===== config.mk =====
export PLATFORM = sky130hd
export DESIGN_NAME = ushift_reg
export DESIGN_NICKNAME = d
export VERILOG_FILES = /design/src/rtl/ushift_reg.sv
export SDC_FILE = /design/constraint.sdc
export NUM_CORES = 1
export LEC_CHECK = 0
export BUFFER_PORTS_ARGS = -buffer_cell sky130_fd_sc_hd__buf_4
export CORE_UTILIZATION = 48
export DETAILED_ROUTE_END_ITERATION = 16
export GPL_TIMING_DRIVEN = 0
export PLACE_DENSITY_LB_ADDON = 0.25
export SLEW_MARGIN = 20
export SYNTH_ARGS = -nofsm -noshare
export SYNTH_HDL_FRONTEND = slang
export SYNTH_SLANG_ARGS = --single-unit

===== constraint.sdc =====
create_clock -name clk -period 2.27 [get_ports clk]
set_clock_uncertainty 0.05 [all_clocks]
set_input_delay 0.3405 -clock clk [delete_from_list [all_inputs] [get_ports clk]]
set_output_delay 0.3405 -clock clk [all_outputs]
set_load 0.01 [all_outputs]

===== src/rtl/ushift_reg.sv =====
// ushift_reg: WIDTH-bit universal shift register with a counted burst mode.
//
// Single-cycle operations (hold, load, SHL, SHR, ROL, ROR, clear) are
// selected by mode. A start request with a shift/rotate mode runs cnt steps
// of that mode automatically, with a busy/done handshake.
//
// Optional build macro: USHIFT_PARITY_EN adds the combinational parity port.
//
// Ports:
//   clk     rising-edge clock
//   reset   synchronous, active-high reset (highest priority)
//   en      step enable; low holds q and pauses a running burst
//   mode    operation select (000 hold, 001 load, 010 SHL, 011 SHR,
//           100 ROL, 101 ROR, 110 clear, 111 hold)
//   d_in    parallel load data
//   si_l    serial input entering at the MSB on SHR
//   si_r    serial input entering at the LSB on SHL
//   start   burst request, honoured only in IDLE with a shift/rotate mode
//   cnt     burst step count, sampled together with start
//   q       register contents
//   so_l    q[WIDTH-1], combinational
//   so_r    q[0], combinational
//   busy    high while a burst is running
//   done    one-cycle pulse after the last burst step
//   parity  XOR reduction of q (only with USHIFT_PARITY_EN)

module ushift_reg #(
  parameter int unsigned WIDTH = 8,
  parameter int unsigned CNT_W = 4
) (
  input  logic             clk,
  input  logic             reset,
  input  logic             en,
  input  logic [2:0]       mode,
  input  logic [WIDTH-1:0] d_in,
  input  logic             si_l,
  input  logic             si_r,
  input  logic             start,
  input  logic [CNT_W-1:0] cnt,
  output logic [WIDTH-1:0] q,
  output logic             so_l,
  output logic             so_r,
  output logic             busy,
  output logic             done
`ifdef USHIFT_PARITY_EN
  ,
  output logic             parity
`endif
);

  localparam logic [1:0] ST_IDLE = 2'b00;
  localparam logic [1:0] ST_RUN  = 2'b01;
  localparam logic [1:0] ST_DONE = 2'b10;

  localparam logic [2:0] M_HOLD  = 3'b000;
  localparam logic [2:0] M_LOAD  = 3'b001;
  localparam logic [2:0] M_SHL   = 3'b010;
  localparam logic [2:0] M_SHR   = 3'b011;
  localparam logic [2:0] M_ROL   = 3'b100;
  localparam logic [2:0] M_ROR   = 3'b101;
  localparam logic [2:0] M_CLEAR = 3'b110;

  logic [1:0]       state_q, state_d;
  logic [WIDTH-1:0] q_q, q_d;
  logic [2:0]       mode_q, mode_d;
  logic [CNT_W-1:0] rem_q, rem_d;
  logic             busy_q, busy_d;
  logic             done_q, done_d;

  // One step of operation m applied to value v.
  function automatic logic [WIDTH-1:0] apply_op(
    input logic [2:0]       m,
    input logic [WIDTH-1:0] v,
    input logic [WIDTH-1:0] ld,
    input logic             sl,
    input logic             sr
  );
    logic [WIDTH-1:0] r;
    r = v;
    case (m)
      M_LOAD:  r = ld;
      M_SHL:   r = {v[WIDTH-2:0], sr};
      M_SHR:   r = {sl, v[WIDTH-1:1]};
      M_ROL:   r = {v[WIDTH-2:0], v[WIDTH-1]};
      M_ROR:   r = {v[0], v[WIDTH-1:1]};
      M_CLEAR: r = '0;
      default: r = v;
    endcase
    return r;
  endfunction

  logic is_shift_c;
  assign is_shift_c = (mode >= M_SHL) && (mode <= M_ROR);

  // Next-state and datapath logic.
  always_comb begin
    state_d = state_q;
    q_d     = q_q;
    mode_d  = mode_q;
    rem_d   = rem_q;
    case (state_q)
      ST_IDLE: begin
        if (start && is_shift_c) begin
          // Start edge only arms the burst; the first step is on the next edge.
          if (cnt != '0) begin
            mode_d  = mode;
            rem_d   = cnt;
            state_d = ST_RUN;
          end else begin
            state_d = ST_DONE;
          end
        end else if (en) begin
          q_d = apply_op(mode, q_q, d_in, si_l, si_r);
        end
      end
      ST_RUN: begin
        if (en) begin
          q_d = apply_op(mode_q, q_q, d_in, si_l, si_r);
          if (rem_q != '0) begin
            rem_d = rem_q - CNT_W'(1);
          end
          // rem_q <= 1 also guards against a stuck burst if rem ever reached 0.
          if (rem_q <= CNT_W'(1)) begin
            state_d = ST_DONE;
          end
        end
      end
      ST_DONE: state_d = ST_IDLE;
      default: state_d = ST_IDLE;
    endcase
    // busy/done are flops holding the decode of the next state.
    busy_d = (state_d == ST_RUN);
    done_d = (state_d == ST_DONE);
  end

  // State and datapath registers.
  always_ff @(posedge clk) begin
    if (reset) begin
      state_q <= ST_IDLE;
      q_q     <= '0;
      mode_q  <= M_HOLD;
      rem_q   <= '0;
      busy_q  <= 1'b0;
      done_q  <= 1'b0;
    end else begin
      state_q <= state_d;
      q_q     <= q_d;
      mode_q  <= mode_d;
      rem_q   <= rem_d;
      busy_q  <= busy_d;
      done_q  <= done_d;
    end
  end

  assign q    = q_q;
  assign so_l = q_q[WIDTH-1];
  assign so_r = q_q[0];
  assign busy = busy_q;
  assign done = done_q;

`ifdef USHIFT_PARITY_EN
  assign parity = ^q_q;
`endif

endmodule


# After elaboration in Yosys (flattened, before gate mapping)
# Index checks and enable logic that the tools add are counted.
# totals
register_bits,19
latchBits,0
mem_bits_rw,0
romBits,0
in_bits,21
out_inout_bits,12
elab_cells,58
n_memories,0
# op_classes
add_sub_neg,1
multipliers,0
div,0
magnitude_cmp,3
eq_ne,23
shift,0
mux,16
bitwise,0
n_reduce_logical,9
# op_table
cell,count
8-bit one-hot mux with 6 select lines,2
8-bit two-way mux,3
"3-bit == test, second input constant",6
4-bit two-way mux,4
8-bit one-hot mux with 2 select lines,1
"7-bit by 1-bit inequality test with 1-bit output, second input constant",2
"3-bit by 2-bit == test with 1-bit output, second input constant",4
"2-bit inequality test, second input constant",6
2-bit two-way mux,4
4-bit one-hot mux with 2 select lines,1
4-bit nonzero test,2
"3-bit by 1-bit == test with 1-bit output, second input constant",2
6-bit AND reduction,1
5-bit AND reduction,1
"2-bit by 1-bit == test with 1-bit output, second input constant",2
"4-bit by 1-bit less-or-equal comparator with 1-bit output, second input constant",1
2-bit one-hot mux with 2 select lines,1
"4-bit by 1-bit subtractor with 4-bit output, second input constant",1
"3-bit by 2-bit >= comparator with 1-bit output, second input constant",1
"3-bit less-or-equal comparator, second input constant",1
3-bit AND reduction,1
"2-bit == test, second input constant",1
1-bit logical AND,2
2-bit logical NOT,1
2-bit nonzero test,1

# Depth between registers and ports, before layout
# Gate-level depths: netlist of the first run.
# logic_depth
depth_word,6
depth_mapped,9
depth_no_buf,7

# Worst setup path after synthesis of the first run
# No wires, ideal clock.
# synth_timing
path_kind,input-to-reg
from,input port mode[1]
to,"register q_q[1], in the netlist q[1]"
setup_ns,0.117
arrival_ns,1.868
required_time_ns,2.103
setup_slack_ns,0.236
path_stages,9
n_path_buf,2
path_cell_list,clkbuf_1 inv_1 ha_1 nand2b_1 and3_1 o31ai_4 and3b_1 buf_6 a22o_1
# synth_between
elab_chain_cells,5
word_cells_on_any_way,17
classes_between,order compare (2); eq/ne (8); mux (4); reduce/logical (3)
# synth_rtl
element,line,text
start: declaration,34,"input logic [2:0] mode,"
3-bit == test (tied with other cells),80,case (m)
8-bit one-hot mux with 6 select lines / 1-bit logical AND (equally long branches),"80, 93",
8-bit two-way mux / 1-bit logical AND (equally long branches),"112, 103",
8-bit two-way mux / 2-bit inequality test (equally long branches),n/a,
8-bit one-hot mux with 2 select lines / 6-bit AND reduction (equally long branches),n/a,
end signal: assignment,147,q_q <= q_d;
end: declaration,64,"logic [WIDTH-1:0] q_q, q_d;"
# Parallel ways exist; a longest one is shown, timed or not. The select of a mux whose other input is x is not followed.
# A chain may end at the register's enable or synchronous reset.

# Worst setup path after layout of the first run
# layout_timing
from,input port mode[1]
to,"register q_q[7], in the netlist q[7]"
# Same word-level chain as after synthesis.

==> results.tsv, run 1 <==
stage	metric	value	unit
status	status	finished clean	
synthesis	syn_avg_cell_area	7.77	µm²
floorplan	die-width	59.3	µm
cts	root_buffer	clkbuf_4	
cts	htree_levels	1	
cells_and_area	ff_latch_area	380	µm²
critical_path	max_stage_delay	380	ps
placement	placed_cells	279	
sta	slew_headroom	59.0	%
placement	place_ws	-161	ps
floorplan	die_area	0.00352	mm²
cts	clk_pin_slew	120	ps
placement	routabilityCongestion	0.887	
sta	tns	0	ps
synthesis	synth_common_cells	a21oi_1, dfxtp_1, nand2b_1	
synthesis	ys_seq_area_share	24.1	%
sta	worst_slew_pin_slew	610	ps
cts	cts_resized	0	
cells_and_area	fillers	307	
cells_and_area	fin_nets	266	
floorplan	core-area	0.00308	mm²
routing	wirelength	4190	µm
synthesis	syn_nets	229	
cts	cts_sinks	19	
cells_and_area	drive_gt1_share	21.3	%
cts	post_cts_buffers	0	
cts	holdBufCountCts	0	
floorplan	start_util	51.3	%
sta	hold_viol_final	0	
flow_run	drv_cap	0	
critical_path	cp.arrival	2340	ps
sta	holdWs	196	ps
sta	period_share	93.7	%
cells_and_area	multi_input_area	0.00106	mm²
critical_path	crit_chain	buf_4 > clkbuf_1 > inv_1 > ha_1 > nand2b_1 > and3_1 > o31ai_4 > a21oi_2 > a32o_1	
synthesis	synth_compound_area_share	40.1	%
power	power	0.903	mW
grt	grtUsageTotal	26.0	%
synthesis	synth.most_common_cell	a21oi_1	
synthesis	synthDistinctLibCells	44	
cts	cts_buffer_depth	2	
synthesis	synth.area.top_cells	dfxtp_1, a21oi_1, nand2b_1, a2111oi_0, o21a_1	
synthesis	synth-xor-area-share	0	%
placement	port_buffers	32	
cells_and_area	final_cell_count_no_fill	283	
synthesis	ys_seq_elements	19	
routing	vias_per_cell	5.88	
sta	rsz0062_at_grt	false	
sta	worst_slack	144	ps
grt	grt_first_pass_wirelength	6990	µm
synthesis	netlist_area	0.00158	mm²
min_path	hp-class	in2reg	
routing	num_vias	1665	
sta	fin_crit	2130	ps
power	vdd_drop_max	0.461	mV
critical_path	crit_slowest_cell	a21oi_2	
critical_path	worstSetupPathType	in2reg	
cts	cts-buffers-inserted	3	
grt	gr-total-overflow	0	
cts	insertion_delay	310	ps
placement	post_dp_cell_area	0.00187	mm²
placement	hpwl	2960	µm
cells_and_area	stdcell_area	0.00190	mm²
critical_path	ff2ff_setup_slack	360	ps
power	p_leak	0.755	nW
synthesis	synth_top_family_by_area	compound AO/OA/AOI/OAI gates	
floorplan	fp.dieH	59.3	µm
floorplan	std_cell_rows	20	
routing	drc	0	
synthesis	synthCells	203	
sta	setup_violations	0	
critical_path	startpoint_type	primary input	
grt	first_global_vias	1498	
synthesis	ys_warn_count	0	
grt	grt_start_max_net_pins	13	
floorplan	ios	33	
critical_path	critical_path.endpoint_type	register	
synthesis	synth_top_area_share	24.1	%
cells_and_area	antenna_cells	0	
routing	antenna_left	0	
synthesis	yosys.area_share.simple	20.3	%
cts	tritoncts	yes	
critical_path	reg2regPathDepth	6	
routing	post_drt_wl_per_cell	14.8	µm
synthesis	async_reset_ff_share	0	%
cells_and_area	fin_util	61.8	%
synthesis	synth_adder_area_share	3.97	%
sta	maxSlewViolCount	0	
routing	drt-pass1-iter-count	4	
cells_and_area	layout-area-overhead-vs-synth	20.6	%
min_path	whs_path_depth	2	
synthesis	ys.flop_type	dfxtp_1	
power	power.density	474	mW/mm²
grt	antenna_found_initial	0	
critical_path	crit_fanout	10	
synthesis	yosys.area.top_type	dfxtp_1	
synthesis	synth_edf_count	0	
critical_path	cp.required	2490	ps
sta	fmax	470	MHz
synthesis	muxShareOfSynthArea	2.85	%
routing	initialDrtViolationCount	100	
==> logic make-up after synthesis <==
logic type                 after synthesis
muxes                                    4
and+or+nand+nor                         58
DFF                                     19
AOI/OAI and AO/OA                       88
buffers and inverters                   29
adders and majority gates                5
==> metal layers <==
metal  global-route usage, %  vias to the layer above  wire length (µm)
met5                       0                        -                 0
met1                    33.9                      785              1850
li1                        -                      823                 -
met3                    4.59                        4               217
met2                    44.6                       53              2090
met4                    5.10                        0                31
==> registers in the layout (all words and copies together), names as in the netlist <==
name / flops
state_q: 2
q: 8
rem_q: 4
busy: 1
done: 1
mode_q: 3
==> critical path: cells and delay by family <==
family / cells / cell delay [ps]
AO/OA/AOI/OAI: 3 / 700
adder cells (fa/ha/maj): 1 / 290
AND/OR/NAND/NOR: 2 / 400
buffers and inverters: 3 / 600
==> path summary, 6_finish.rpt <==
kind	start	end
max	mode[1]	q[7]$_SDFFE_PP0P_
min	reset	rem_q[3]$_SDFFE_PP0P_
max reg2reg	mode_q[2]$_SDFFE_PP0P_	q[5]$_SDFFE_PP0P_
min reg2reg	rem_q[1]$_SDFFE_PP0P_	rem_q[1]$_SDFFE_PP0P_
==> power by group <==
group	total, mW	switching (mW)	internal [mW]
clock network	0.190	0.123	0.0673
logic	0.322	0.171	0.151
registers	0.391	0.0330	0.358
==> layout make-up <==
cell class	instances	area share (%)
timing repair buffer	32	12.6
clock buffer	3	1.18
sequential	19	20.0
inverter	12	2.37
buffer	17	4.80
multi-input combinational	155	55.8
clock inverter	1	0.394
tap	44	2.89
==> placed cells by master, fill, tap and decap left out, drive strengths merged, types with 2 or more instances in the layout <==
| master | Yosys | routed |
|---|---|---|
| a2111oi | 12 | 12 |
| a211oi | 10 | 10 |
| a21oi | 29 | 29 |
| a22o | 6 | 6 |
| a32o | 2 | 2 |
| and2 | 2 | 2 |
| buf | 8 | 40 |
| clkbuf | 9 | 12 |
| dfxtp | 19 | 19 |
| ha | 5 | 5 |
| inv | 12 | 12 |
| mux2i | 3 | 3 |
| nand2 | 6 | 6 |
| nand2b | 18 | 18 |
| nor2 | 14 | 14 |
| nor2b | 3 | 3 |
| nor3 | 2 | 2 |
| nor3b | 3 | 3 |
| o21a | 12 | 12 |
| o21ai | 7 | 7 |
| or2 | 2 | 2 |
| or3 | 3 | 3 |
Power figures use the tool's default switching activity.
==> run 2, diff against run 1 <==
--- a/config.mk
+++ b/config.mk
@@ -5,7 +5,9 @@
 export SDC_FILE = /design/constraint.sdc
 export NUM_CORES = 1
 export LEC_CHECK = 0
+export ABC_AREA = 1
 export BUFFER_PORTS_ARGS = -buffer_cell sky130_fd_sc_hd__buf_4
+export CORE_MARGIN = 5
 export CORE_UTILIZATION = 48
 export DETAILED_ROUTE_END_ITERATION = 16
 export GPL_TIMING_DRIVEN = 0
==> run 2 against run 1 <==
Compared with the run above: power is 12% higher; non-clock buffer count is 8 lower; synthesized cell count is 34% higher; die area is 28% higher; largest power group unchanged; global-route usage is 5.4 points lower; cell count is 25% higher; combinational power is 26% higher; setup slack better by 340 ps; register-to-register slack better by 360 ps; critical path depth is 3 higher.
==> results.tsv, run 2 <==
stage	metric	value	unit	change
critical_path	cpMostUsedCell	nand2_1		
cells_and_area	drive_gt1_share	18.4	%	-2.9 points
critical_path	crit_chain	buf_4 > buf_4 > inv_2 > ha_1 > inv_1 > nand2_1 > nor2_1 > nand2_1 > nand2_1 > inv_1 > o21ai_0 > a21oi_1		
routing	post_drt_wl_per_cell	11.7	µm	-21%
floorplan	fp.dieH	67.2	µm	+13%
sta	setup_violations	0		unchanged
cts	cts-buffers-inserted	3		unchanged
sta	fin_crit	1780	ps	-343 ps
sta	maxSlewViolCount	0		unchanged
synthesis	ys_warn_count	0		unchanged
routing	drc	0		unchanged
critical_path	crit_slowest_cell	ha_1		
grt	antenna_found_initial	0		unchanged
routing	wirelength	4120	µm	-1.6%
sta	rsz0062_at_grt	false		
synthesis	synth_compound_area_share	12.1	%	-28 points
critical_path	worstSetupPathType	in2reg		
routing	antenna_left	0		unchanged
synthesis	synth_adder_area_share	3.98	%	+0.019 points
cts	post_cts_buffers	0		unchanged
critical_path	max_stage_delay	240	ps	-140 ps
synthesis	synth.most_common_cell	nand2_1		
cells_and_area	final_cell_mix	nand2_1, nor2_1, nand3_1		
placement	routabilityCongestion	0.871		-1.8%
grt	gr-total-overflow	0		unchanged
floorplan	std_cell_rows	20		unchanged
power	vdd_drop_max	0.373	mV	-19%
sta	period_share	78.5	%	-15 points
synthesis	yosys.area.top_type	dfxtp_1		
cts	root_buffer	clkbuf_4		
synthesis	netlist_area	0.00157	mm²	-0.48%
cells_and_area	layout-area-overhead-vs-synth	20.7	%	about the same
flow_run	drv_cap	0		unchanged
cts	clk_pin_slew	120	ps	about the same
synthesis	synthDistinctLibCells	23		-48%
cts	cts_buffer_depth	2		unchanged
cells_and_area	largest_register_ffs	8		unchanged
cells_and_area	antenna_cells	0		unchanged
synthesis	synth_common_cells	nand2_1, nor2_1, nand3_1		
grt	grt_first_pass_wirelength	7260	µm	+3.8%
synthesis	synthCells	273		+34%
status	status	finished clean		
cts	tritoncts	yes		
cts	insertion_delay	310	ps	about the same
routing	initialDrtViolationCount	139		+39%
routing	num_vias	1815		+9.0%
routing	drt-pass1-iter-count	4		unchanged
critical_path	cp.required	2430	ps	-60 ps
critical_path	critical_path.endpoint_type	register		
sta	fmax	561	MHz	+19%
power	power.density	532	mW/mm²	+12%
synthesis	ys.flop_type	dfxtp_1		
grt	first_global_vias	1690		+13%
synthesis	synth-xor-area-share	0.558	%	+0.56 points
floorplan	die_area	0.00452	mm²	+28%
critical_path	cp_top_family	buffers and inverters		
cells_and_area	final_common_cell	nand2_1		
sta	hold_viol_final	0		unchanged
floorplan	ios	33		unchanged
cts	cts_resized	0		unchanged
min_path	hp-class	in2reg		
sta	worst_slew_pin_slew	465	ps	-144 ps
placement	hpwl	3060	µm	+3.4%
critical_path	crit_fanout	9		-1
grt	grtUsageTotal	20.6	%	-5.4 points
cts	htree_levels	1		unchanged
floorplan	core-area	0.00310	mm²	+0.81%
placement	port_buffers	32		unchanged
sta	tns	0	ps	unchanged
synthesis	syn_nets	299		+31%
cts	holdBufCountCts	0		unchanged
synthesis	muxShareOfSynthArea	0	%	-2.9 points
critical_path	startpoint_type	primary input		
synthesis	ys_seq_area_share	24.2	%	+0.12 points
cells_and_area	fin_nets	336		+26%
sta	slew_headroom	69.0	%	+10 points
cts	cts_sinks	19		unchanged
synthesis	ys_seq_elements	19		unchanged
floorplan	start_util	50.6	%	-0.66 points
synthesis	async_reset_ff_share	0	%	unchanged
synthesis	synth_top_family_by_area	simple AND/OR/NAND/NOR gates		
floorplan	die-width	67.2	µm	+13%
critical_path	cp_num_buf_inv	5		+2
synthesis	syn_avg_cell_area	5.75	µm²	-26%
grt	grt_start_max_net_pins	13		unchanged
critical_path	cp.arrival	1950	ps	-390 ps
synthesis	synth.area.top_cells	dfxtp_1, nand2_1, nand3_1, nor2_1, inv_1		
cells_and_area	final_cell_count_no_fill	353		+25%
placement	placed_cells	349		+25%
routing	vias_per_cell	5.14		-13%
synthesis	yosys.area_share.simple	47.9	%	+28 points
synthesis	synth_top_area_share	24.2	%	+0.12 points
synthesis	synth_edf_count	0		unchanged
power	p_leak	0.969	nW	+28%
==> run 2: layout make-up <==
type	count	area (µm²)
plain buffers	9	63.8
repair buffers	32	240
inverters	30	113
flip-flops and latches	19	380
clock buffers	3	22.5
clock inverters	1	7.51
multi-input cells	215	1010
well taps	44	55.1
fillers	339	1210
==> run 2: worst paths after layout <==
check / startpoint / end / slack (ps) / cells after the start
setup / recovery: mode[1] / rem_q[2]$_SDFFE_PP0P_ / 490 / 12
hold reg to reg: rem_q[2]$_SDFFE_PP0P_ / rem_q[2]$_SDFFE_PP0P_ / 470 / 2
hold / removal: reset / done$_SDFF_PP0_ / 160 / 2
setup reg to reg: mode_q[2]$_SDFFE_PP0P_ / q[4]$_SDFFE_PP0P_ / 720 / 8
==> run 2: metrics by stage <==
step	hold slack [ps]	cell area [µm²]	power, mW	setup slack (ps)	util [%]
after detailed placement	450	1870	0.826	150	60.1
final	165	1900	1.01	487	61.1
after global routing	151	1900	1.10	282	61.1
after floorplan	360	1570	0.689	525	-
after CTS	161	1900	1.01	491	61.1
after global placement	436	1870	0.822	158	60.1
==> run 2: power breakdown <==
part	switching (mW)	internal, mW
clock network	0.119	0.0673
registers	0.0476	0.370
logic	0.234	0.171
total	0.401	0.608
==> run 2: layer usage <==
metal,up-vias,GRT usage [%],wire length [µm]
met5,-,0,0
li1,955,-,-
met4,0,7.34,58
met3,7,3.16,249
met2,58,33.0,1820
met1,795,27.8,2000
==> run 2: logic make-up (layout without fill, tap and decap cells) <==
kind of cell	after synthesis	in the layout
simple gates	172	172
buf+inv	39	75
compound gates	37	37
flops	19	19
fa+ha+maj	5	5
xor+xnor	1	1
==> run 2: worst register-to-register path, cell delays in order, from the launching register on <==
cell and delay [ps]:
dfxtp_1 450, nand2_2 190, nand3_2 130, nand2_2 70, nor2_4 190, buf_6 180
nand2_1 70, nor2_1 90, nor2_1 40
